==> src/rtl/game_controller_if.sv <==
// Groups the game controller's stimulus inputs and status outputs into one bundle.
// Ports: btn_jump, dino_y, obstacleN_pos/type in; game_start, game_frozen,
//        game_over, collision, score, hi_score out (from the controller's view).
interface game_controller_if #(
  parameter int CONV = 0
);
  logic             btn_jump;
  logic [5:0]       dino_y;
  logic [9:CONV]    obstacle1_pos;
  logic [9:CONV]    obstacle2_pos;
  logic [2:0]       obstacle1_type;
  logic [2:0]       obstacle2_type;
  logic             game_start;
  logic             game_frozen;
  logic             game_over;
  logic             collision;
  logic [15:0]      score;
  logic [15:0]      hi_score;

  // master: the environment (button, dino, obstacle generator side)
  modport master (
    output btn_jump, dino_y, obstacle1_pos, obstacle2_pos, obstacle1_type, obstacle2_type,
    input  game_start, game_frozen, game_over, collision, score, hi_score
  );

  // slave: the game controller itself
  modport slave (
    input  btn_jump, dino_y, obstacle1_pos, obstacle2_pos, obstacle1_type, obstacle2_type,
    output game_start, game_frozen, game_over, collision, score, hi_score
  );
endinterface

==> src/rtl/game_controller.sv <==
// Game-flow FSM: synchronises the jump button, runs hitbox collision against two
// obstacles, keeps a saturating 4-digit BCD score and drives start/frozen/over status.
// Ports: clk, rst (async, active-high), gi (game_controller_if.slave).
// Optional HISCORE_EN macro: keeps a best-score register latched on each death;
// without it hi_score is tied to zero.
module game_controller #(
  parameter int CONV      = 0,
  parameter int DINO_X    = 40,
  parameter int DINO_W    = 16,
  parameter int OBS_W     = 12,
  parameter int CACTUS_H  = 20,
  parameter int BIRD_LO   = 16,
  parameter int BIRD_HI   = 40,
  parameter int SCORE_DIV = 6,
  parameter int HIT_HOLD  = 60
) (
  input  logic             clk,
  input  logic             rst,
  game_controller_if.slave gi
);

  localparam int PW       = 10 - CONV;
  localparam int DIV_W    = (SCORE_DIV > 1) ? $clog2(SCORE_DIV) : 1;
  localparam int HOLD_W   = (HIT_HOLD > 1) ? $clog2(HIT_HOLD) : 1;
  localparam logic [DIV_W-1:0]  DIV_LAST  = DIV_W'(SCORE_DIV - 1);
  localparam logic [HOLD_W-1:0] HOLD_LAST = HOLD_W'(HIT_HOLD - 1);

  typedef enum logic [2:0] {
    S_IDLE,
    S_START,
    S_RUN,
    S_HIT,
    S_OVER
  } state_t;

  state_t             state_q;
  state_t             state_d;
  logic               btn_s1;
  logic               btn_s2;
  logic               btn_s3;
  logic               press;
  logic               collision_q;
  logic               hit1;
  logic               hit2;
  logic [DIV_W-1:0]   div_q;
  logic [HOLD_W-1:0]  hold_q;
  logic [15:0]        score_q;
  logic               game_start;
  logic               game_frozen;
  logic               game_over;

  // Positions are widened to 11 bits so pos + OBS_W cannot wrap.
  function automatic logic obs_hit(input logic [10:0] pos, input logic [2:0] typ,
                                   input logic [5:0] y);
    logic x_ovl;
    logic y_ovl;
    x_ovl = (pos != '0) && ((pos + 11'(OBS_W)) > 11'(DINO_X)) &&
            (pos < 11'(DINO_X + DINO_W));
    if (typ[2]) begin
      y_ovl = ({1'b0, y} >= 7'(BIRD_LO)) && ({1'b0, y} < 7'(BIRD_HI));
    end else begin
      y_ovl = {1'b0, y} < 7'(CACTUS_H);
    end
    return x_ovl && y_ovl;
  endfunction

  // Per-digit BCD increment; 9999 holds rather than wrapping to 0000.
  function automatic logic [15:0] bcd_inc(input logic [15:0] v);
    logic [15:0] r;
    logic        carry;
    r     = v;
    carry = (v != 16'h9999);
    for (int d = 0; d < 4; d++) begin
      if (carry) begin
        if (v[d*4 +: 4] == 4'd9) begin
          r[d*4 +: 4] = 4'd0;
        end else begin
          r[d*4 +: 4] = v[d*4 +: 4] + 4'd1;
          carry       = 1'b0;
        end
      end
    end
    return r;
  endfunction

  assign hit1  = obs_hit({{(11-PW){1'b0}}, gi.obstacle1_pos}, gi.obstacle1_type, gi.dino_y);
  assign hit2  = obs_hit({{(11-PW){1'b0}}, gi.obstacle2_pos}, gi.obstacle2_type, gi.dino_y);
  // btn_s2 is the synchronised level; btn_s3 is its previous value for edge detect.
  assign press = btn_s2 & ~btn_s3;

  always_ff @(posedge clk or posedge rst) begin
    if (rst) begin
      state_q <= S_IDLE;
    end else begin
      state_q <= state_d;
    end
  end

  always_comb begin
    state_d     = state_q;
    game_start  = 1'b0;
    game_frozen = 1'b1;
    game_over   = 1'b0;
    case (state_q)
      S_IDLE: begin
        if (press) state_d = S_START;
      end
      S_START: begin
        game_start = 1'b1;
        state_d    = S_RUN;
      end
      S_RUN: begin
        game_frozen = 1'b0;
        if (collision_q) state_d = S_HIT;
      end
      S_HIT: begin
        game_over = 1'b1;
        if (hold_q == HOLD_LAST) state_d = S_OVER;
      end
      S_OVER: begin
        game_over = 1'b1;
        if (press) state_d = S_START;
      end
      default: state_d = S_IDLE;
    endcase
  end

  always_ff @(posedge clk or posedge rst) begin
    if (rst) begin
      btn_s1      <= 1'b0;
      btn_s2      <= 1'b0;
      btn_s3      <= 1'b0;
      collision_q <= 1'b0;
      div_q       <= '0;
      hold_q      <= '0;
      score_q     <= 16'h0000;
    end else begin
      btn_s1      <= gi.btn_jump;
      btn_s2      <= btn_s1;
      btn_s3      <= btn_s2;
      collision_q <= hit1 | hit2;
      case (state_q)
        S_START: begin
          score_q <= 16'h0000;
          div_q   <= '0;
        end
        S_RUN: begin
          // Hold counter is cleared here so HIT always starts counting from zero.
          hold_q <= '0;
          // A collision on the tick cycle suppresses that tick.
          if (!collision_q) begin
            if (div_q == DIV_LAST) begin
              div_q   <= '0;
              score_q <= bcd_inc(score_q);
            end else begin
              div_q <= div_q + 1'b1;
            end
          end
        end
        S_HIT: begin
          if (hold_q != HOLD_LAST) hold_q <= hold_q + 1'b1;
        end
        default: ;
      endcase
    end
  end

`ifdef HISCORE_EN
  logic [15:0] hi_q;

  // Valid BCD orders the same as binary, so a plain magnitude compare suffices.
  always_ff @(posedge clk or posedge rst) begin
    if (rst) begin
      hi_q <= 16'h0000;
    end else if ((state_q == S_RUN) && collision_q && (score_q > hi_q)) begin
      hi_q <= score_q;
    end
  end

  assign gi.hi_score = hi_q;
`else
  assign gi.hi_score = 16'h0000;
`endif

  assign gi.game_start  = game_start;
  assign gi.game_frozen = game_frozen;
  assign gi.game_over   = game_over;
  assign gi.collision   = collision_q;
  assign gi.score       = score_q;

endmodule
==> src/flat_wrapper.sv <==
// flat-port wrapper written by rule: the top's interface ports become plain ports
module game_controller_flat 
#(
  parameter int CONV      = 0,
  parameter int DINO_X    = 40,
  parameter int DINO_W    = 16,
  parameter int OBS_W     = 12,
  parameter int CACTUS_H  = 20,
  parameter int BIRD_LO   = 16,
  parameter int BIRD_HI   = 40,
  parameter int SCORE_DIV = 6,
  parameter int HIT_HOLD  = 60
)
  (clk, rst, gi_btn_jump, gi_dino_y, gi_obstacle1_pos, gi_obstacle2_pos, gi_obstacle1_type, gi_obstacle2_type, gi_game_start, gi_game_frozen, gi_game_over, gi_collision, gi_score, gi_hi_score);
  game_controller_if #(.CONV(CONV)) gi_i ();
  input  logic clk;
  input  logic rst;
  input wire logic [$bits(gi_i.btn_jump)-1:0] gi_btn_jump;
  input wire logic [$bits(gi_i.dino_y)-1:0] gi_dino_y;
  input wire logic [$bits(gi_i.obstacle1_pos)-1:0] gi_obstacle1_pos;
  input wire logic [$bits(gi_i.obstacle2_pos)-1:0] gi_obstacle2_pos;
  input wire logic [$bits(gi_i.obstacle1_type)-1:0] gi_obstacle1_type;
  input wire logic [$bits(gi_i.obstacle2_type)-1:0] gi_obstacle2_type;
  output wire logic [$bits(gi_i.game_start)-1:0] gi_game_start;
  output wire logic [$bits(gi_i.game_frozen)-1:0] gi_game_frozen;
  output wire logic [$bits(gi_i.game_over)-1:0] gi_game_over;
  output wire logic [$bits(gi_i.collision)-1:0] gi_collision;
  output wire logic [$bits(gi_i.score)-1:0] gi_score;
  output wire logic [$bits(gi_i.hi_score)-1:0] gi_hi_score;
  assign gi_i.btn_jump = gi_btn_jump;
  assign gi_i.dino_y = gi_dino_y;
  assign gi_i.obstacle1_pos = gi_obstacle1_pos;
  assign gi_i.obstacle2_pos = gi_obstacle2_pos;
  assign gi_i.obstacle1_type = gi_obstacle1_type;
  assign gi_i.obstacle2_type = gi_obstacle2_type;
  assign gi_game_start = gi_i.game_start;
  assign gi_game_frozen = gi_i.game_frozen;
  assign gi_game_over = gi_i.game_over;
  assign gi_collision = gi_i.collision;
  assign gi_score = gi_i.score;
  assign gi_hi_score = gi_i.hi_score;
  game_controller #(.CONV(CONV), .DINO_X(DINO_X), .DINO_W(DINO_W), .OBS_W(OBS_W), .CACTUS_H(CACTUS_H), .BIRD_LO(BIRD_LO), .BIRD_HI(BIRD_HI), .SCORE_DIV(SCORE_DIV), .HIT_HOLD(HIT_HOLD)) u_core (.clk(clk), .rst(rst), .gi(gi_i));
endmodule
==> config.mk <==
export PLATFORM = sky130hd
export DESIGN_NAME = game_controller_flat
export DESIGN_NICKNAME = d
export VERILOG_FILES = /design/src/rtl/game_controller_if.sv /design/src/rtl/game_controller.sv /design/src/flat_wrapper.sv
export SDC_FILE = /design/constraint.sdc
export NUM_CORES = 1
export LEC_CHECK = 0
export ABC_CLOCK_PERIOD_IN_PS = 2700
export BUFFER_PORTS_ARGS = -buffer_cell sky130_fd_sc_hd__buf_2
export CORE_ASPECT_RATIO = 1.1
export CORE_MARGIN = 2
export CORE_UTILIZATION = 50
export DETAILED_ROUTE_END_ITERATION = 10
export PLACE_DENSITY = 0.89
export SLEW_MARGIN = 20
export SYNTH_ARGS = -nofsm -noshare
export SYNTH_HDL_FRONTEND = slang
export SYNTH_SLANG_ARGS = --single-unit
==> constraint.sdc <==
create_clock -name clk -period 2.7 [get_ports clk]
set_input_delay 0.54 -clock clk [delete_from_list [all_inputs] [get_ports clk]]
set_output_delay 0.54 -clock clk [all_outputs]
set_load 0.01 [all_outputs]
Word level (Yosys, flattened, before mapping) --
Index checks and enable logic that the tools add are counted.
Word-level totals: word-level logic and storage cells 112, output and inout bits 36, bits of input ports 35, flip-flop bits (word level) 32
Operators by class: bitwise gates (word level) 3, multiplexer cells 40, reduce and logical (&&, ||, !) cells 21, add/sub/neg operators 8, equal/unequal tests 22, $lt $le $gt $ge 7
Operators by type and width (number):
- two-way mux 16 bit | 2
- two-way mux 4 bit | 8
- one-hot mux 16 bit (2 select lines) | 1
- adder 10 x 4 -> 11 bit (second input constant) | 2
- > comparator 11 x 6 -> 1 bit (second input constant) | 2
- less-than comparator 10 x 6 -> 1 bit (second input constant) | 2
- two-way mux 1 bit | 20
- nonzero test 10 bit | 2
- != test 2 x 1 -> 1 bit (second input constant) | 9
- adder 4 x 1 -> 4 bit (second input constant) | 4
- equality test 4 bit (second input constant) | 4
- != test 16 bit (second input constant) | 1
- AND reduction 4 bit | 4
- two-way mux 3 bit | 5
- one-hot mux 3 bit (4 select lines) | 1
- one-hot mux 6 bit (2 select lines) | 1
- logical AND 1 bit | 7
- adder 6 x 1 -> 6 bit (second input constant) | 1
- equality test 3 x 2 -> 1 bit (second input constant) | 2
- equality test 3 bit (second input constant) | 2
- equality test 6 bit (second input constant) | 1
- greater-or-equal comparator 6 x 5 -> 1 bit (second input constant) | 1
- less-than comparator 6 x 5 -> 1 bit (second input constant) | 1
- less-than comparator 6 bit (second input constant) | 1
- other kinds (14) | 17

Logic depth before layout (Yosys ltp) --
Gate-level depths: netlist of run 1.
depth after elaboration 18, gate-level depth with buffers 8

Worst setup path after synthesis of run 1 --
No wires, ideal clock.
path type register -> register, start register u_core.state_q[0], end register u_core.score_q[12], in the netlist u_core.gi.score[12], required time 2.575 ns, cell stages (with the launch flop) 8, path buffers 1, library setup time 0.125 ns, path slack 0.767 ns, data arrival time 1.809 ns, path through dfrtp_1 > nor3b_4 > inv_2 > o31a_1 > buf_2 > a21oi_1 > nand2_1 > mux2_2
On the way: longest elaborated chain between the ends 3, elaborated cells on any way between the ends 8, those cells by class 5 x eq/ne; 1 x mux; 2 x reduce/logical
Ends and longest elaborated chain:
- start: declaration | line game_controller.sv:36 | state_t state_q;
- start signal: assignment | line game_controller.sv:95 | state_q <= state_d;
- equality test 3 x 2 -> 1 bit or equality test 3 x 1 -> 1 bit (tied branches) | line game_controller.sv:142 | case (state_q)
- != test 2 bit (no line), or another cell as far along
- AND reduction 4 bit (no line)
- end signal: assignment | line game_controller.sv:154 | score_q <= bcd_inc(score_q);
- end: declaration | line game_controller.sv:47 | logic [15:0] score_q;
Parallel ways exist; a longest one is shown, timed or not. A chain may end at the register's enable or synchronous reset.

Worst setup path after layout of run 1 --
start register u_core.state_q[0], end register u_core.score_q[15], in the netlist u_core.gi.score[15]
The elaborated chain is that of the path after synthesis.

==> reports/metrics.json, run 1 <==
{
  "worstPathArrival_ns": 2.43,
  "final_common_cell": "sky130_fd_sc_hd__buf_2",
  "number_of_antenna_violations_at_the_first_check_in_global_routing": 0,
  "post_cts_hold_buffer_count": 0,
  "fin_ws_ns": 0.4835,
  "floorplan.rows": 24,
  "synth-edff-count": 0,
  "chipWidth_um": 65.03,
  "critPathBufInv": 1,
  "status": "finished, final reports clean",
  "number_of_instances_in_the_synthesized_netlist": 233,
  "cts-root-buf": "sky130_fd_sc_hd__clkbuf_8",
  "routed_wl_um": 4212,
  "grt_start_max_net_pins": 33,
  "post-cts-setup-buffer-count": 0,
  "highest_layer": "met4",
  "routedLengthMet1_um": 1829,
  "initial_core_util_pct": 51.67,
  "drc_errors": 0,
  "path_clk_slew_ns": 0.07,
  "timing.critical_path.fanout_max": 14,
  "leakagePower_nw": 1.180,
  "synthArstFlopShare_pct": 100.0,
  "insertedDiodeCount": 0,
  "tightestPinTransition_ns": 0.5805,
  "grt_pass1_vias": 1731,
  "critPathTopFamily": "compound AO/OA/AOI/OAI gates",
  "die-area_um2": 4625,
  "critPathSlowestCell": "sky130_fd_sc_hd__dfrtp_1",
  "finalCriticalPeriod_ns": 2.217,
  "timing.setup.tns_ns": 0,
  "floorplan.io_pins": 71,
  "grt_remaining_overflow": 0,
  "relSlewSlack_pct": 61.00,
  "final-instance-count-excl-fill": 339,
  "synth_flop_cell": "sky130_fd_sc_hd__dfrtp_1",
  "min_path_type": "input port to asynchronous set/reset pin",
  "final_layout_size_suffix_gt1_share_pct": 21.60,
  "synth_cell_types": 41,
  "synth_area_per_cell_um2": 8.791,
  "area.growth.synth_to_final_pct": 16.31,
  "worst_hold_slack_ns": 0.3170,
  "synth-seq-area-share_pct": 39.10,
  "firstDrtPassIters": 4,
  "report.power.total_w": 0.001715,
  "met3RoutedLength_um": 206,
  "placeable_core_region_um2": 3964,
  "nNetsFinal": 335,
  "yosysWarnings": 0,
  "io_port_bufs": 48,
  "die_y_um": 71.13,
  "place_ws_ns": 0.5157,
  "peakVddDrop_uv": 516.1,
  "cap_violations": 0,
  "cts_tree": "built",
  "synth-seq-cells": 32,
  "drt_iter0_drc": 108,
  "type_of_element_capturing_the_critical_path": "register",
  "place.detailed.instances": 331,
  "final_cell_mix": "sky130_fd_sc_hd__buf_2, sky130_fd_sc_hd__dfrtp_1, sky130_fd_sc_hd__nand2_1, sky130_fd_sc_hd__o21ai_0",
  "timing_hold_violations_final": 0,
  "worstPathRequired_ns": 2.91,
  "timing.final.crit_share_pct": 82.09,
  "grt_pass1_wl_um": 7231,
  "ctsResizeCount": 0,
  "route.antenna.remaining_nets": 0,
  "critical_path.cell_chain": "nor3b_4, inv_2, o31a_1, a21o_1, or3_1, a21oi_1",
  "clock_tree.htree_level_count": 2,
  "fmax_mhz": 451.2,
  "wl_per_cell_um": 12.42,
  "grt.total_usage_pct": 19.91,
  "cts-root-to-sink-buffers": 2,
  "cts.sinks": 32,
  "filler_cell_count": 361,
  "critical_path_class": "register to register",
  "finalMaxSlewViolations": 0,
  "setup-violations-final": 0,
  "detail_route.vias_per_cell": 5.369,
  "routed-wl-met2_um": 2055,
  "critPathMaxStageDelay_ns": 0.46,
  "insertion_delay_ns": 0.29,
  "startpoint_type": "register",
  "cts_made_buffers": 5,
  "powerDensity_nw_per_um2": 719.8,
  "timing.clock.skew_ns": 0.007931,
  "unrepaired_setup_endpoints_after_global_routing": "no",
  "finalWeightedCongestion": 0.8715,
  "dr_total_vias": 1820,
  "netlist_area_um2": 2048,
  "dp.final_hpwl_um": 3142
}
[worst paths after layout]
check / from / end / slack (ns) / cells after the start
min in group clk: u_core.btn_s1 / u_core.btn_s2 / 0.35 / 0
hold reg to reg: u_core.btn_s1 / u_core.btn_s2 / 0.35 / 0
hold / removal: rst / u_core.gi.score[6] / 0.32 / 3
setup / recovery: u_core.state_q[0] / u_core.gi.score[15] / 0.48 / 6
max in group asynchronous: rst / u_core.div_q[0] / 2.09 / 3
setup reg to reg: u_core.state_q[0] / u_core.gi.score[15] / 0.48 / 6
[metrics by stage]
| stage | instance area, um^2 | util, % |
|---|---|---|
| 2_1_floorplan | 2105 | - |
| 3_3_place_gp | 2292 | 57.83 |
| 3_5_place_dp | 2292 | 57.83 |
| 4_1_cts | 2382 | 60.10 |
| 5_1_grt | 2382 | 60.10 |
| 6_report | 2382 | 60.10 |
[where the power goes]
group / switching (W) / leakage, nW / internal, W / total [W]
combinational: 0.000369 / 0.719 / 0.000250 / 0.000619
sequential: 0.000137 / 0.416 / 0.000580 / 0.000718
clock: 0.000171 / 0.0455 / 0.000208 / 0.000378
[worst register-to-register path, delay by kind of cell, from the launching register on]
family	cells	cell delay, ns
compound gates	3	0.92
simple gates	2	0.62
flops	1	0.46
buf+inv	1	0.15
[sequential cells by signal, summed over array words and instances, names as in the netlist]
| signal | cells |
|---|---|
| u_core.gi.collision | 1 |
| u_core.btn_s2 | 1 |
| u_core.btn_s1 | 1 |
| u_core.btn_s3 | 1 |
| u_core.state_q | 3 |
| u_core.hold_q | 6 |
| u_core.div_q | 3 |
| u_core.gi.score | 16 |
[cells in the mapped netlist, types with 2 or more instances]
master / number / area [um^2]
sky130_fd_sc_hd__a21o_1: 2 / 15.01
sky130_fd_sc_hd__a22oi_1: 2 / 15.01
sky130_fd_sc_hd__inv_1: 15 / 56.30
sky130_fd_sc_hd__o31ai_1: 3 / 22.52
sky130_fd_sc_hd__nor3_1: 3 / 15.01
sky130_fd_sc_hd__a31oi_1: 2 / 12.51
sky130_fd_sc_hd__buf_4: 16 / 120.1
sky130_fd_sc_hd__mux2i_1: 2 / 20.02
sky130_fd_sc_hd__nor3b_1: 2 / 15.01
sky130_fd_sc_hd__o21ai_0: 24 / 120.1
sky130_fd_sc_hd__xor2_1: 2 / 17.52
sky130_fd_sc_hd__mux2_2: 3 / 33.78
sky130_fd_sc_hd__o31a_1: 2 / 17.52
sky130_fd_sc_hd__o41ai_1: 2 / 17.52
sky130_fd_sc_hd__dfrtp_1: 32 / 800.8
sky130_fd_sc_hd__nand4_1: 5 / 31.28
sky130_fd_sc_hd__nor2_1: 16 / 60.06
sky130_fd_sc_hd__and3b_1: 2 / 17.52
sky130_fd_sc_hd__ha_1: 14 / 175.2
sky130_fd_sc_hd__nand3b_1: 5 / 37.54
sky130_fd_sc_hd__nor4_1: 2 / 12.51
sky130_fd_sc_hd__nand2_1: 24 / 90.09
sky130_fd_sc_hd__clkbuf_1: 2 / 7.510
sky130_fd_sc_hd__nand3_1: 8 / 40.04
sky130_fd_sc_hd__o22ai_1: 2 / 12.51
sky130_fd_sc_hd__a21oi_1: 15 / 75.07
sky130_fd_sc_hd__or3_1: 8 / 50.05
sky130_fd_sc_hd__nor2b_1: 5 / 31.28
[cell type report]
cell class	count	area (um^2)	share of cell area, %
inverter	16	60.06	2.521
tap	52	65.06	2.731
clock buffer	8	90.09	3.782
timing repair buffer	50	255.2	10.71
multi-input combinational	181	1111	46.64
sequential	32	800.8	33.61
[logic make-up (layout without fill, tap and decap cells)]
group	after synthesis	count (layout)	synth area share, %
adder cells (fa/ha/maj)	14	14	8.552
other	1	16	0.1831
buffers and inverters	35	74	9.407
AND/OR/NAND/NOR	83	83	21.26
multiplexers	5	5	2.627
XOR/XNOR	2	2	0.8554
flip-flops	32	32	39.10
AO/OA/AOI/OAI	61	61	18.02
[per-layer routing]
layer / global-route usage [%] / vias up
met5: 0 / -
met4: 9.259 / 0
met3: 4.293 / 13
met2: 34.14 / 62
met1: 23.79 / 840
li1: - / 905
Note: power is estimated with default switching activity, not from simulation.
==> run 2: changes to the inputs <==
--- a/config.mk
+++ b/config.mk
@@ -5,7 +5,7 @@
 export SDC_FILE = /design/constraint.sdc
 export NUM_CORES = 1
 export LEC_CHECK = 0
-export ABC_CLOCK_PERIOD_IN_PS = 2700
+export ABC_CLOCK_PERIOD_IN_PS = 2100
 export BUFFER_PORTS_ARGS = -buffer_cell sky130_fd_sc_hd__buf_2
 export CORE_ASPECT_RATIO = 1.1
 export CORE_MARGIN = 2
==> constraint.sdc (replaced) <==
create_clock -name clk -period 2.1 [get_ports clk]
set_input_delay 0.42 -clock clk [delete_from_list [all_inputs] [get_ports clk]]
set_output_delay 0.42 -clock clk [all_outputs]
set_load 0.01 [all_outputs]
==> reports/metrics.json, run 2 (same netlist as run 1, synthesis figures left out) <==
{
  "initial_core_util": {"value": 51.67, "unit": "%", "change": "unchanged"},
  "floorplan.io_pins": {"value": 71, "change": "unchanged"},
  "critPathMaxStageDelay": {"value": 0.50, "unit": "ns", "change": "was 0.46 ns"},
  "detail_route.vias_per_cell": {"value": 5.190, "change": "was 5.369"},
  "critPathBufInv": {"value": 2, "change": "was 1"},
  "finalCriticalPeriod_ns": 1.988,
  "status": {"value": "finished, final reports clean", "change": "unchanged"},
  "multi_input_area": {"value": 1112, "unit": "um^2", "change": "was 1111 um^2"},
  "critical_path.cell_chain": {"value": "or3b_2, inv_1, buf_2", "change": "was nor3b_4, inv_2, o31a_1, a21o_1, or3_1, a21oi_1"},
  "setup-violations-final": {"value": 0, "change": "unchanged"},
  "combPwrFrac": {"value": 36.8, "unit": "%", "change": "was 36.1%"},
  "cts-root-to-sink-buffers": {"value": 2, "change": "unchanged"},
  "final_common_cell": {"value": "sky130_fd_sc_hd__buf_2", "change": "unchanged"},
  "grt.total_usage": {"value": 18.77, "unit": "%", "change": "was 19.91%"},
  "type_of_element_capturing_the_critical_path": {"value": "primary output", "change": "was register"},
  "cts-root-buf": {"value": "sky130_fd_sc_hd__clkbuf_8", "change": "unchanged"},
  "dr_total_vias": {"value": 1775, "change": "was 1820"},
  "finalMaxSlewViolations": {"value": 0, "change": "unchanged"},
  "chipWidth": {"value": 65.03, "unit": "um", "change": "unchanged"},
  "worst_r2r_startpoint": {"value": "u_core.state_q[2]", "change": "was u_core.state_q[0]"},
  "p_sw": {"value": 0.0008556, "unit": "W", "change": "was 0.0006773 W"},
  "cts_tree": {"value": "built", "change": "unchanged"},
  "critical_path.startpoint": {"value": "u_core.state_q[2]", "change": "was u_core.state_q[0]"},
  "power.clock.fraction": {"value": 21.9, "unit": "%", "change": "was 22.0%"},
  "final-instance-count-excl-fill": {"value": 342, "change": "was 339"},
  "post_cts_hold_buffer_count": {"value": 0, "change": "unchanged"},
  "path_clk_slew": {"value": 0.06, "unit": "ns", "change": "was 0.07 ns"},
  "firstDrtPassIters": {"value": 4, "change": "unchanged"},
  "switching_share": {"value": 38.58, "unit": "%", "change": "was 39.49%"},
  "filler_cell_count": {"value": 394, "change": "was 361"},
  "dp.final_hpwl": {"value": 3029, "unit": "um", "change": "was 3142 um"},
  "wl_per_cell": {"value": 11.46, "unit": "um", "change": "was 12.42 um"},
  "routed_wl": {"value": 3919, "unit": "um", "change": "was 4212 um"},
  "area.growth.synth_to_final": {"value": 17.53, "unit": "%", "change": "was 16.31%"},
  "place.detailed.instances": {"value": 334, "change": "was 331"},
  "seq_power_share": {"value": 41.3, "unit": "%", "change": "was 41.8%"},
  "critPathTopFamily": {"value": "simple AND/OR/NAND/NOR gates", "change": "was compound AO/OA/AOI/OAI gates"},
  "unrepaired_setup_endpoints_after_global_routing": {"value": "no", "change": "unchanged"},
  "critical_path_class": {"value": "register to primary output", "change": "was register to register"},
  "io_port_bufs": {"value": 48, "change": "unchanged"},
  "peakVddDrop": {"value": 435.3, "unit": "uV", "change": "was 516.1 uV"},
  "timing.critical_path.fanout_max": {"value": 6, "change": "was 14"},
  "fmax_mhz": 503.0,
  "grt_pass1_vias": {"value": 1643, "change": "was 1731"},
  "timing.final.crit_share_pct": 94.68,
  "critPathSlowestCell": {"value": "sky130_fd_sc_hd__or3b_2", "change": "was sky130_fd_sc_hd__dfrtp_1"},
  "place_area": {"value": 2315, "unit": "um^2", "change": "was 2292 um^2"},
  "cts.sinks": {"value": 32, "change": "unchanged"},
  "ctsResizeCount": {"value": 0, "change": "unchanged"},
  "cts_made_buffers": {"value": 5, "change": "unchanged"},
  "grt_pass1_wl": {"value": 6810, "unit": "um", "change": "was 7231 um"},
  "nNetsFinal": {"value": 338, "change": "was 335"},
  "startpoint_type": {"value": "register", "change": "unchanged"},
  "die-area": {"value": 4625, "unit": "um^2", "change": "unchanged"},
  "timing_hold_violations_final": {"value": 0, "change": "unchanged"},
  "area_of_all_sequential_standard_cells": {"value": 802.0, "unit": "um^2", "change": "was 800.8 um^2"},
  "worst_hold_slack": {"value": 0.2016, "unit": "ns", "change": "was 0.3170 ns"},
  "number_of_antenna_violations_at_the_first_check_in_global_routing": {"value": 0, "change": "unchanged"},
  "grt_start_max_net_pins": {"value": 33, "change": "unchanged"},
  "grt_remaining_overflow": {"value": 0, "change": "unchanged"},
  "power_report.internal_total": {"value": 0.001362, "unit": "W", "change": "was 0.001038 W"},
  "report.power.total": {"value": 0.002217, "unit": "W", "change": "was 0.001715 W"},
  "min_path_type": {"value": "input port to asynchronous set/reset pin", "change": "unchanged"},
  "worstPathRequired": {"value": 1.68, "unit": "ns", "change": "was 2.91 ns"},
  "finalWeightedCongestion": {"value": 0.8501, "change": "was 0.8715"},
  "timing.clock.skew": {"value": 0.004128, "unit": "ns", "change": "was 0.007931 ns"},
  "post-cts-setup-buffer-count": {"value": 0, "change": "unchanged"},
  "clock_tree.htree_level_count": {"value": 2, "change": "unchanged"},
  "cap_violations": {"value": 0, "change": "unchanged"},
  "powerDensity": {"value": 921.1, "unit": "nW/um^2", "change": "was 719.8 nW/um^2"},
  "finish.instance_area": {"value": 2407, "unit": "um^2", "change": "was 2382 um^2"},
  "drc_errors": {"value": 0, "change": "unchanged"},
  "insertion_delay": {"value": 0.28, "unit": "ns", "change": "was 0.29 ns"},
  "drt_iter0_drc": {"value": 105, "change": "was 108"},
  "worstPathArrival": {"value": 1.57, "unit": "ns", "change": "was 2.43 ns"},
  "final_layout_size_suffix_gt1_share": {"value": 23.10, "unit": "%", "change": "was 21.60%"},
  "largest_register_ffs": {"value": 16, "change": "unchanged"},
  "route.antenna.remaining_nets": {"value": 0, "change": "unchanged"},
  "floorplan.rows": {"value": 24, "change": "unchanged"},
  "final_cell_mix": {"value": "sky130_fd_sc_hd__buf_2, sky130_fd_sc_hd__dfrtp_1, sky130_fd_sc_hd__nand2_1, sky130_fd_sc_hd__o21ai_0", "change": "unchanged"},
  "insertedDiodeCount": {"value": 0, "change": "unchanged"},
  "placeable_core_region": {"value": 3964, "unit": "um^2", "change": "unchanged"},
  "leakagePower": {"value": 1.193, "unit": "nW", "change": "was 1.180 nW"},
  "timing.setup.tns": {"value": 0, "unit": "ns", "change": "unchanged"},
  "die_y": {"value": 71.13, "unit": "um", "change": "unchanged"}
}
-- run 2: cell count changes in the layout (fill, tap and decap cells not counted) --
cell,before,now
sky130_fd_sc_hd__dfrtp_1,32,31
sky130_fd_sc_hd__and3b_2,0,1
sky130_fd_sc_hd__dfrtp_2,0,1
sky130_fd_sc_hd__buf_4,2,5
sky130_fd_sc_hd__and3b_1,2,1
-- run 2: stage by stage --
stage	setup slack (ns)	util [%]
after floorplan	0.1667	-
after global placement	0.1484	58.40
after detailed placement	0.09434	58.40
after CTS	0.07509	60.67
after global routing	0.02291	60.73
final	0.1117	60.73
-- run 2: worst register-to-register path: cells and delay by family (launching register included) --
| family | cells | cell delay (ns) |
|---|---|---|
| flops | 1 | 0.45 |
| simple gates | 2 | 0.88 |
| compound gates | 3 | 0.58 |
-- run 2: final timing paths --
| path | slack [ns] | cells past startpoint | to |
|---|---|---|---|
| max | 0.11 | 3 | gi_game_start |
| min | 0.20 | 3 | u_core.gi.score[7] |
| max reg2reg | 0.12 | 5 | u_core.gi.score[14] |
| min reg2reg | 0.36 | 0 | u_core.btn_s2 |
| max in group asynchronous | 1.58 | 3 | u_core.state_q[0] |
| min in group clk | 0.24 | 1 | u_core.btn_s1 |
-- run 2: metal layers --
layer | global-route usage [%] | wire (um)
met1 | 24.59 | 1782
met4 | 8.102 | 68
met2 | 29.78 | 1874
met3 | 4.452 | 193
met5 | 0 | 0
-- run 2: cell type report --
type | instances | area share (%)
Clock buffer | 8 | 3.742
Inverter | 16 | 2.495
Multi-Input combinational cell | 181 | 46.21
Sequential cell | 32 | 33.32
Tap cell | 52 | 2.703
Timing Repair Buffer | 53 | 11.54
-- run 2: power by group through the flow --
stage	Clock [W]	Combinational, W	Sequential (W)
after floorplan	0	0.000548	0.000926
after global placement	0	0.000787	0.000917
after detailed placement	0	0.000819	0.000924
after CTS	0.000500	0.000823	0.000912
after global routing	0.000539	0.000948	0.000947
final	0.000485	0.000816	0.000915
